[src/rtl/dpa_pkg.sv]
// Shared constants for the DPA1 operand front end.
// Optional feature macro used by the encoder: DPA_ERR_STATS_EN.
package dpa_pkg;

    localparam logic OP_ADD     = 1'b0;
    localparam logic OP_SUB     = 1'b1;
    localparam int   FIFO_DEPTH = 2;

endpackage

[src/rtl/dpa_operand_encoder_sm_to_tc.sv]
// Sign-magnitude to two's-complement converter with a range check.
// Purely combinational; one instance per operand.
module sm_to_tc #(
    parameter int N = 64
) (
    input  logic [N-1:0] mag,
    input  logic         neg,
    input  logic         signed_in,
    output logic [N-1:0] value,
    output logic         err
);

    // Negate when signed and negative; flag magnitudes the signed range cannot hold.
    always_comb begin
        value = mag;
        err   = 1'b0;
        if (signed_in) begin
            if (neg) begin
                value = ~mag + {{(N-1){1'b0}}, 1'b1};
                // -2^(N-1) is the single legal magnitude with the top bit set
                err   = mag[N-1] & (|mag[N-2:0]);
            end else begin
                err   = mag[N-1];
            end
        end else begin
            // unsigned operands carry the raw magnitude; a sign bit is an error
            err = neg;
        end
    end

endmodule

[src/rtl/dpa_operand_encoder.sv]
// Operand encoder for the DPA1 adder: converts sign-magnitude operands and
// an add/sub opcode into two's-complement a/b/cin, behind a 2-entry skid FIFO
// whose head register drives the output ports directly.
// Optional macro DPA_ERR_STATS_EN adds err_clr / err_count (saturating error tally).
module dpa_operand_encoder
    import dpa_pkg::*;
#(
    parameter int N = 64
) (
    input  logic         clk,
    input  logic         rst_n,
    input  logic         in_valid,
    output logic         in_ready,
    input  logic [N-1:0] a_mag,
    input  logic         a_neg,
    input  logic [N-1:0] b_mag,
    input  logic         b_neg,
    input  logic         op_sub,
    input  logic         signed_in,
    output logic         out_valid,
    input  logic         out_ready,
    output logic [N-1:0] a,
    output logic [N-1:0] b,
    output logic         cin,
    output logic         signed_en,
    output logic         range_err
`ifdef DPA_ERR_STATS_EN
    ,
    input  logic         err_clr,
    output logic [15:0]  err_count
`endif
);

    typedef struct packed {
        logic [N-1:0] a;
        logic [N-1:0] b;
        logic         cin;
        logic         signed_en;
        logic         range_err;
    } entry_t;

    logic [N-1:0] val_a, val_b;
    logic         err_a, err_b;
    entry_t       nxt_ent, head, tail;
    logic [1:0]   cnt, nxt_cnt;
    logic         push, pop;

    sm_to_tc #(.N(N)) u_cvt_a (.mag(a_mag), .neg(a_neg), .signed_in(signed_in), .value(val_a), .err(err_a));
    sm_to_tc #(.N(N)) u_cvt_b (.mag(b_mag), .neg(b_neg), .signed_in(signed_in), .value(val_b), .err(err_b));

    assign push = in_valid & in_ready;
    assign pop  = out_valid & out_ready;

    // Build the entry to capture: subtraction is ~B with carry-in 1.
    always_comb begin
        nxt_ent.a         = val_a;
        nxt_ent.b         = (op_sub == OP_SUB) ? ~val_b : val_b;
        nxt_ent.cin       = (op_sub == OP_SUB);
        nxt_ent.signed_en = signed_in;
        nxt_ent.range_err = err_a | err_b;
    end

    // Occupancy after this edge; simultaneous push and pop leaves it unchanged.
    always_comb begin
        nxt_cnt = cnt;
        if (push && !pop)
            nxt_cnt = cnt + 2'd1;
        else if (pop && !push)
            nxt_cnt = cnt - 2'd1;
    end

    // FIFO storage: head feeds the ports, tail absorbs the skid entry.
    always_ff @(posedge clk or negedge rst_n) begin
        if (!rst_n) begin
            head      <= '0;
            tail      <= '0;
            cnt       <= 2'd0;
            out_valid <= 1'b0;
            in_ready  <= 1'b0;
        end else begin
            cnt       <= nxt_cnt;
            out_valid <= (nxt_cnt != 2'd0);
            in_ready  <= (nxt_cnt < 2'(FIFO_DEPTH));
            // push into an empty head, or replace a head that is leaving with count 1
            if (push && ((cnt == 2'd0) || (pop && cnt == 2'd1)))
                head <= nxt_ent;
            else if (pop)
                head <= tail;
            if (push && !pop && cnt == 2'd1)
                tail <= nxt_ent;
        end
    end

    assign a         = head.a;
    assign b         = head.b;
    assign cin       = head.cin;
    assign signed_en = head.signed_en;
    assign range_err = head.range_err;

`ifdef DPA_ERR_STATS_EN
    logic [15:0] err_cnt_q;

    // Saturating tally of accepted erroring entries; clear wins but still counts a same-cycle error.
    always_ff @(posedge clk or negedge rst_n) begin
        if (!rst_n)
            err_cnt_q <= 16'd0;
        else if (err_clr)
            err_cnt_q <= (push && nxt_ent.range_err) ? 16'd1 : 16'd0;
        else if (push && nxt_ent.range_err && err_cnt_q != 16'hFFFF)
            err_cnt_q <= err_cnt_q + 16'd1;
    end

    assign err_count = err_cnt_q;
`endif

endmodule
[config.mk]
export PLATFORM = sky130hd
export DESIGN_NAME = dpa_operand_encoder
export DESIGN_NICKNAME = d
export VERILOG_FILES = /design/src/rtl/dpa_pkg.sv /design/src/rtl/dpa_operand_encoder_sm_to_tc.sv /design/src/rtl/dpa_operand_encoder.sv
export SDC_FILE = /design/constraint.sdc
export NUM_CORES = 1
export LEC_CHECK = 0
export ABC_AREA = 1
export CAP_MARGIN = 20
export CORE_UTILIZATION = 40
export CTS_CLUSTER_DIAMETER = 30
export CTS_CLUSTER_SIZE = 12
export DETAILED_ROUTE_END_ITERATION = 16
export HOLD_SLACK_MARGIN = 0.06
export PLACE_DENSITY_LB_ADDON = 0.08
export SLEW_MARGIN = 40
export SYNTH_ARGS = -nofsm -noshare
export SYNTH_HDL_FRONTEND = slang
export SYNTH_SLANG_ARGS = --single-unit
export TNS_END_PERCENT = 30
[constraint.sdc]
create_clock -name clk -period 4.2 [get_ports clk]
set_input_delay 1.05 -clock clk [delete_from_list [all_inputs] [get_ports clk]]
set_output_delay 1.05 -clock clk [all_outputs]
set_load 0.005 [all_outputs]
# Yosys cells after proc, flatten, opt, wreduce, memory -nomap -nowiden
# Cells that the tools add are included.
[op_classes] n_addsub=4 order_cmp=1 n_eq_ne=1 n_mux=13 bitwise_logic=8 n_reduce_logical=13
[ops] cell="64-bit 2-to-1 mux" n=5
[ops] cell="131-bit 2-to-1 mux" n=2
[ops] cell="64-bit inverter" n=3
[ops] cell="64-bit by 1-bit adder with 64-bit output, second input constant" n=2
[ops] cell="63-bit OR reduction" n=2
[ops] cell="1-bit logical AND" n=5
[ops] cell="1-bit AND" n=4
[ops] cell="1-bit 2-to-1 mux" n=4
[ops] cell="2-bit 2-to-1 mux" n=2
[ops] cell="2-bit nonzero test" n=2
[ops] cell="2-bit by 1-bit adder with 2-bit output, second input constant" n=1
[ops] cell="2-bit by 1-bit equality test with 1-bit output, second input constant" n=1
[ops] cell="1-bit logical NOT" n=2
[ops] cell="2-bit logical NOT" n=1
[ops] cell="2-bit less-than comparator, second input constant" n=1
[ops] cell="2-bit by 1-bit subtractor with 2-bit output, second input constant" n=1
[ops] cell="1-bit logical OR" n=1
[ops] cell="1-bit OR" n=1
[word_totals] register_bits=266 in_bits=136 out_inout_bits=133 word_cells=53

# Depth between registers and ports, before layout
[depth] ltp_word=7 depth_mapped=13 ltp_nobuf=13

# Modules after synthesis
# A second synthesis with hierarchy kept.
[hier_totals] hier_cells=2658 hier_area_um2=17827.1
[modules_own_cells] mod="dpa_operand_encoder" n_inst=1 cells_each=1592 area_per_inst_um2=12774.8
[modules_own_cells] mod="sm_to_tc" n_inst=2 cells_each=533 area_per_inst_um2=2526.2

# Least setup slack after synthesis
# No wires, ideal clock.
[synth_path] path_kind="input-to-reg" start="in a_mag[0]" end="reg head, in the netlist a[50]" setup_time_ps=119 t_arrival_ps=2314 required_ps=4081 setup_slack_ps=1767 cell_stages=11 path_cell_list="inv_1 ha_1 nand3_2 nor2_4 nand2_2 o21ai_4 nand2_2 nor2_8 nand4_1 nand3_1 nand2_1"
[synth_between] elab_chain_cells=5
[synth_rtl] item="start: declaration" line_no="dpa_operand_encoder.sv:14" text="input logic [N-1:0] a_mag,"
[synth_rtl] item="64-bit inverter" line_no="dpa_operand_encoder_sm_to_tc.sv:19" text="value = ~mag + {{(N-1){1'b0}}, 1'b1};"
[synth_rtl] item="64-bit by 1-bit adder with 64-bit output" line_no="dpa_operand_encoder_sm_to_tc.sv:19"
[synth_rtl] item="64-bit 2-to-1 mux" line_no="dpa_operand_encoder_sm_to_tc.sv:18" text="if (neg) begin"
[synth_rtl] item="64-bit 2-to-1 mux" line_no="dpa_operand_encoder_sm_to_tc.sv:17" text="if (signed_in) begin"
[synth_rtl] item="131-bit 2-to-1 mux" line_no="dpa_operand_encoder.sv:85" text="if (push && ((cnt == 2'd0) || (pop && cnt == 2'd1)))"
[synth_rtl] item="end signal: assignment" line_no="dpa_operand_encoder.sv:86" text="head <= nxt_ent;"
[synth_rtl] item="end signal: assignment" line_no="dpa_operand_encoder.sv:88" text="head <= tail;"
[synth_rtl] item="end: declaration" line_no="dpa_operand_encoder.sv:44" text="entry_t nxt_ent, head, tail;"
# No other way between the ends.
# A chain may end at the register's enable or synchronous reset.

# Final worst setup path
[layout_path] start="in signed_in" end="reg head, in the netlist a[45]"
[layout_between] elab_chain_cells=2
[layout_rtl] item="start: declaration" line_no="dpa_operand_encoder.sv:19" text="input logic signed_in,"
[layout_rtl] item="64-bit 2-to-1 mux" line_no="dpa_operand_encoder_sm_to_tc.sv:17"
[layout_rtl] item="131-bit 2-to-1 mux" line_no="dpa_operand_encoder.sv:85"
# No other way between the ends.

==> metrics <==
PortBufs=268; FFs w/ async S/R, synth=1.00; Via Count=15600; Crit Reg-Reg Startpoint=cnt[1]; grt total ovfl=0; part of the cycle the worst path needs=0.632; CTS tree=yes; Netlist cell types=55; first-pass GRT wire length=86600 um; routed wl met2=25900 um; Worst EP required=4690 ps; Critical Path Start=signed_in; sequential area share after synthesis=0.417; CTS Buf Count=75; clk sink count=266; Setup Buffers After CTS=0; M1 WL=23900 um; Die ar.=40700 um2; number of inserted diodes=0; EDFF count, synth=0; initial antenna violation count=0; FMAX=376 MHz; MaxCap Viol Count=0; outcome=completed; final core occ=0.556; Setup crit start kind=input pin; GP Congestion=0.918; Mean Syn Cell Area=7.38 um2; Slew headroom=0.518; setup TNS=0 ps; Hold-fix buffers, CTS=0; total power draw=14.7 mW; met3 routed WL=3030 um; Synth Flop Type=dfrtp_1; CP max stage delay=540 ps; placed inst area=19100 um2; max layer used=met4; # rows=72; Slew @ Worst Pin=722 ps; Core ar.=39000 um2; Post-Syn Area=16000 um2; fillers=3681; Final Hold Viols=0; Clock Skew=27.7 ps; vias per cell=5.19; final wirelength=54200 um; final setup violation count=0; Synth top area share=0.417; Setup WS pre-CTS=965 ps; post-CTS sizing=0; sequence of cells on the critical path=clkdlybuf4s50_1, nand2_2, inv_6, nand2_1, nand3_4, nor2_4, o21ai_0, nand2_1, nand2_1, o21bai_1; R2R depth=12; Slew Viols, Final=0; Initial Util=0.410; Layout Nets=2570; drt pass-1 iters=5; CTS max path bufs=3; layout cells sized above 1=0.0915; total I/O pin count=269; Hold Slack=439 ps; minimum clock period=2660 ps; Starting DRT DRC Count=965; placed instance count=2871; most frequent cells in the layout=685 x nand2_1, 333 x nand3_1, 266 x dfrtp_1, 266 x clkdlybuf4s50_1, 164 x nor2_1; largest area contributor in the netlist=dfrtp_1; Total Routing Usage GR=0.269; Synthesized Nets=2305; Crit path top cell by count=nand2_1; Hold Crit Class=input pin to async pin; DPL Wire Length=37900 um; synthesis-stage register bit count=266; Die Span Y=202 um; largest net degree at the start of global routing=129; Post-Syn Instances=2165; CP bufs+invs=2; PD cells=676 nW/um2; Die X=202 um; Root Driver=clkbuf_16; RSZ-0062 raised after global routing=false; critical path arrival=3150 ps; Design Area, Final=21700 um2; Leakage=9.97 nW; CTS H-tree lvls=3; Synthesis Warnings=0; Remaining DRCs=0; crit end category=flop; leading cell type in the layout, fill and taps excluded=nand2_1; Synth area leaders=dfrtp_1 42%, nand2_1 16%, nand3_1 10%, xor2_1 5.6%, nor2_1 3.9%; post-route ant nets=0; post-DR wirelength/cell=18.0 um; Final Non-Filler Cells=3010; Peak supply drop=490 uV; CP delay by family, top=simple AND/OR/NAND/NOR gates; critical path's slowest cell=clkdlybuf4s50_1; CTS clk-pin slew, worst paths=50 ps; vias in the first global route=15600; register area=6660 um2; Worst Path Max Fanout=53; Setup WS post-layout=1540 ps; worst skew pair latency=590 ps; reg2reg setup slack=1950 ps; kind of critical path=input pin to flop; Crit Reg-Reg Endpoint=b[41]; area grow syn2layout=35.8%; area of the multi-input gates=8170 um2
==> state kept, by name, summed over array words and instances (netlist names) <==
| register | count |
|---|---|
| a | 64 |
| b | 64 |
| cin | 1 |
| cnt | 2 |
| in_ready | 1 |
| out_valid | 1 |
| range_err | 1 |
| signed_en | 1 |
| tail | 131 |
==> cells in the mapped netlist (4+ instances only) <==
master	n
dfrtp_1	266
xnor2_1	28
nand2_1	685
ha_1	4
buf_1	9
a21oi_1	22
or2_1	6
buf_6	7
o311ai_0	19
nor2_4	6
xor2_1	103
inv_1	156
nor3_1	12
inv_2	4
nor2_2	14
nor2_1	165
nand3_1	333
or2_2	6
nand4_1	34
clkbuf_1	31
nand3_2	6
buf_2	50
o21bai_1	4
nand3b_1	13
o21ai_2	4
o21ai_0	90
o21ai_1	5
o211ai_1	24
nand2_2	15
==> worst max path at each step <==
stage / depth (start not counted) / end / slack (ps)
CTS: 1 / b[21] / 1540
global route: 11 / b[41] / 1380
detailed placement: 11 / b[41] / 970
finish: 10 / a[45] / 1540
floorplan: 11 / a[50] / 1770
global placement: 9 / tail[0] / 900
==> cells by family (layout without fill, tap and decap cells) <==
group,count (synthesis),in the layout,synth area share
compound gates,189,189,0.0748
simple gates,1307,1307,0.359
xor+xnor,132,132,0.0728
mux,1,1,0.000705
flops,266,266,0.417
buf+inv,266,593,0.0733
fa+ha+maj,4,4,0.00313
==> metal layers <==
layer / global-route usage / vias to the layer above
li1: - / 7597
met1: 0.360 / 7450
met2: 0.445 / 486
met3: 0.0414 / 94
met4: 0.0898 / 0
met5: 0 / -
==> layout make-up <==
| cell class | instances | area share |
|---|---|---|
| tap | 518 | 0.0299 |
| clock buffer | 96 | 0.0972 |
| multi-input combinational | 1633 | 0.377 |
| clock inverter | 43 | 0.0234 |
| sequential | 266 | 0.307 |
| timing repair buffer | 292 | 0.137 |
| inverter | 162 | 0.0286 |
==> power by group <==
group          leakage (nW)  internal (mW)  switching, mW
registers              3.34           3.74          0.680
clock network          1.28           4.08           1.73
logic                  5.34           2.09           2.34
total                  9.97           9.90           4.75
(Power assumes the default switching activity.)
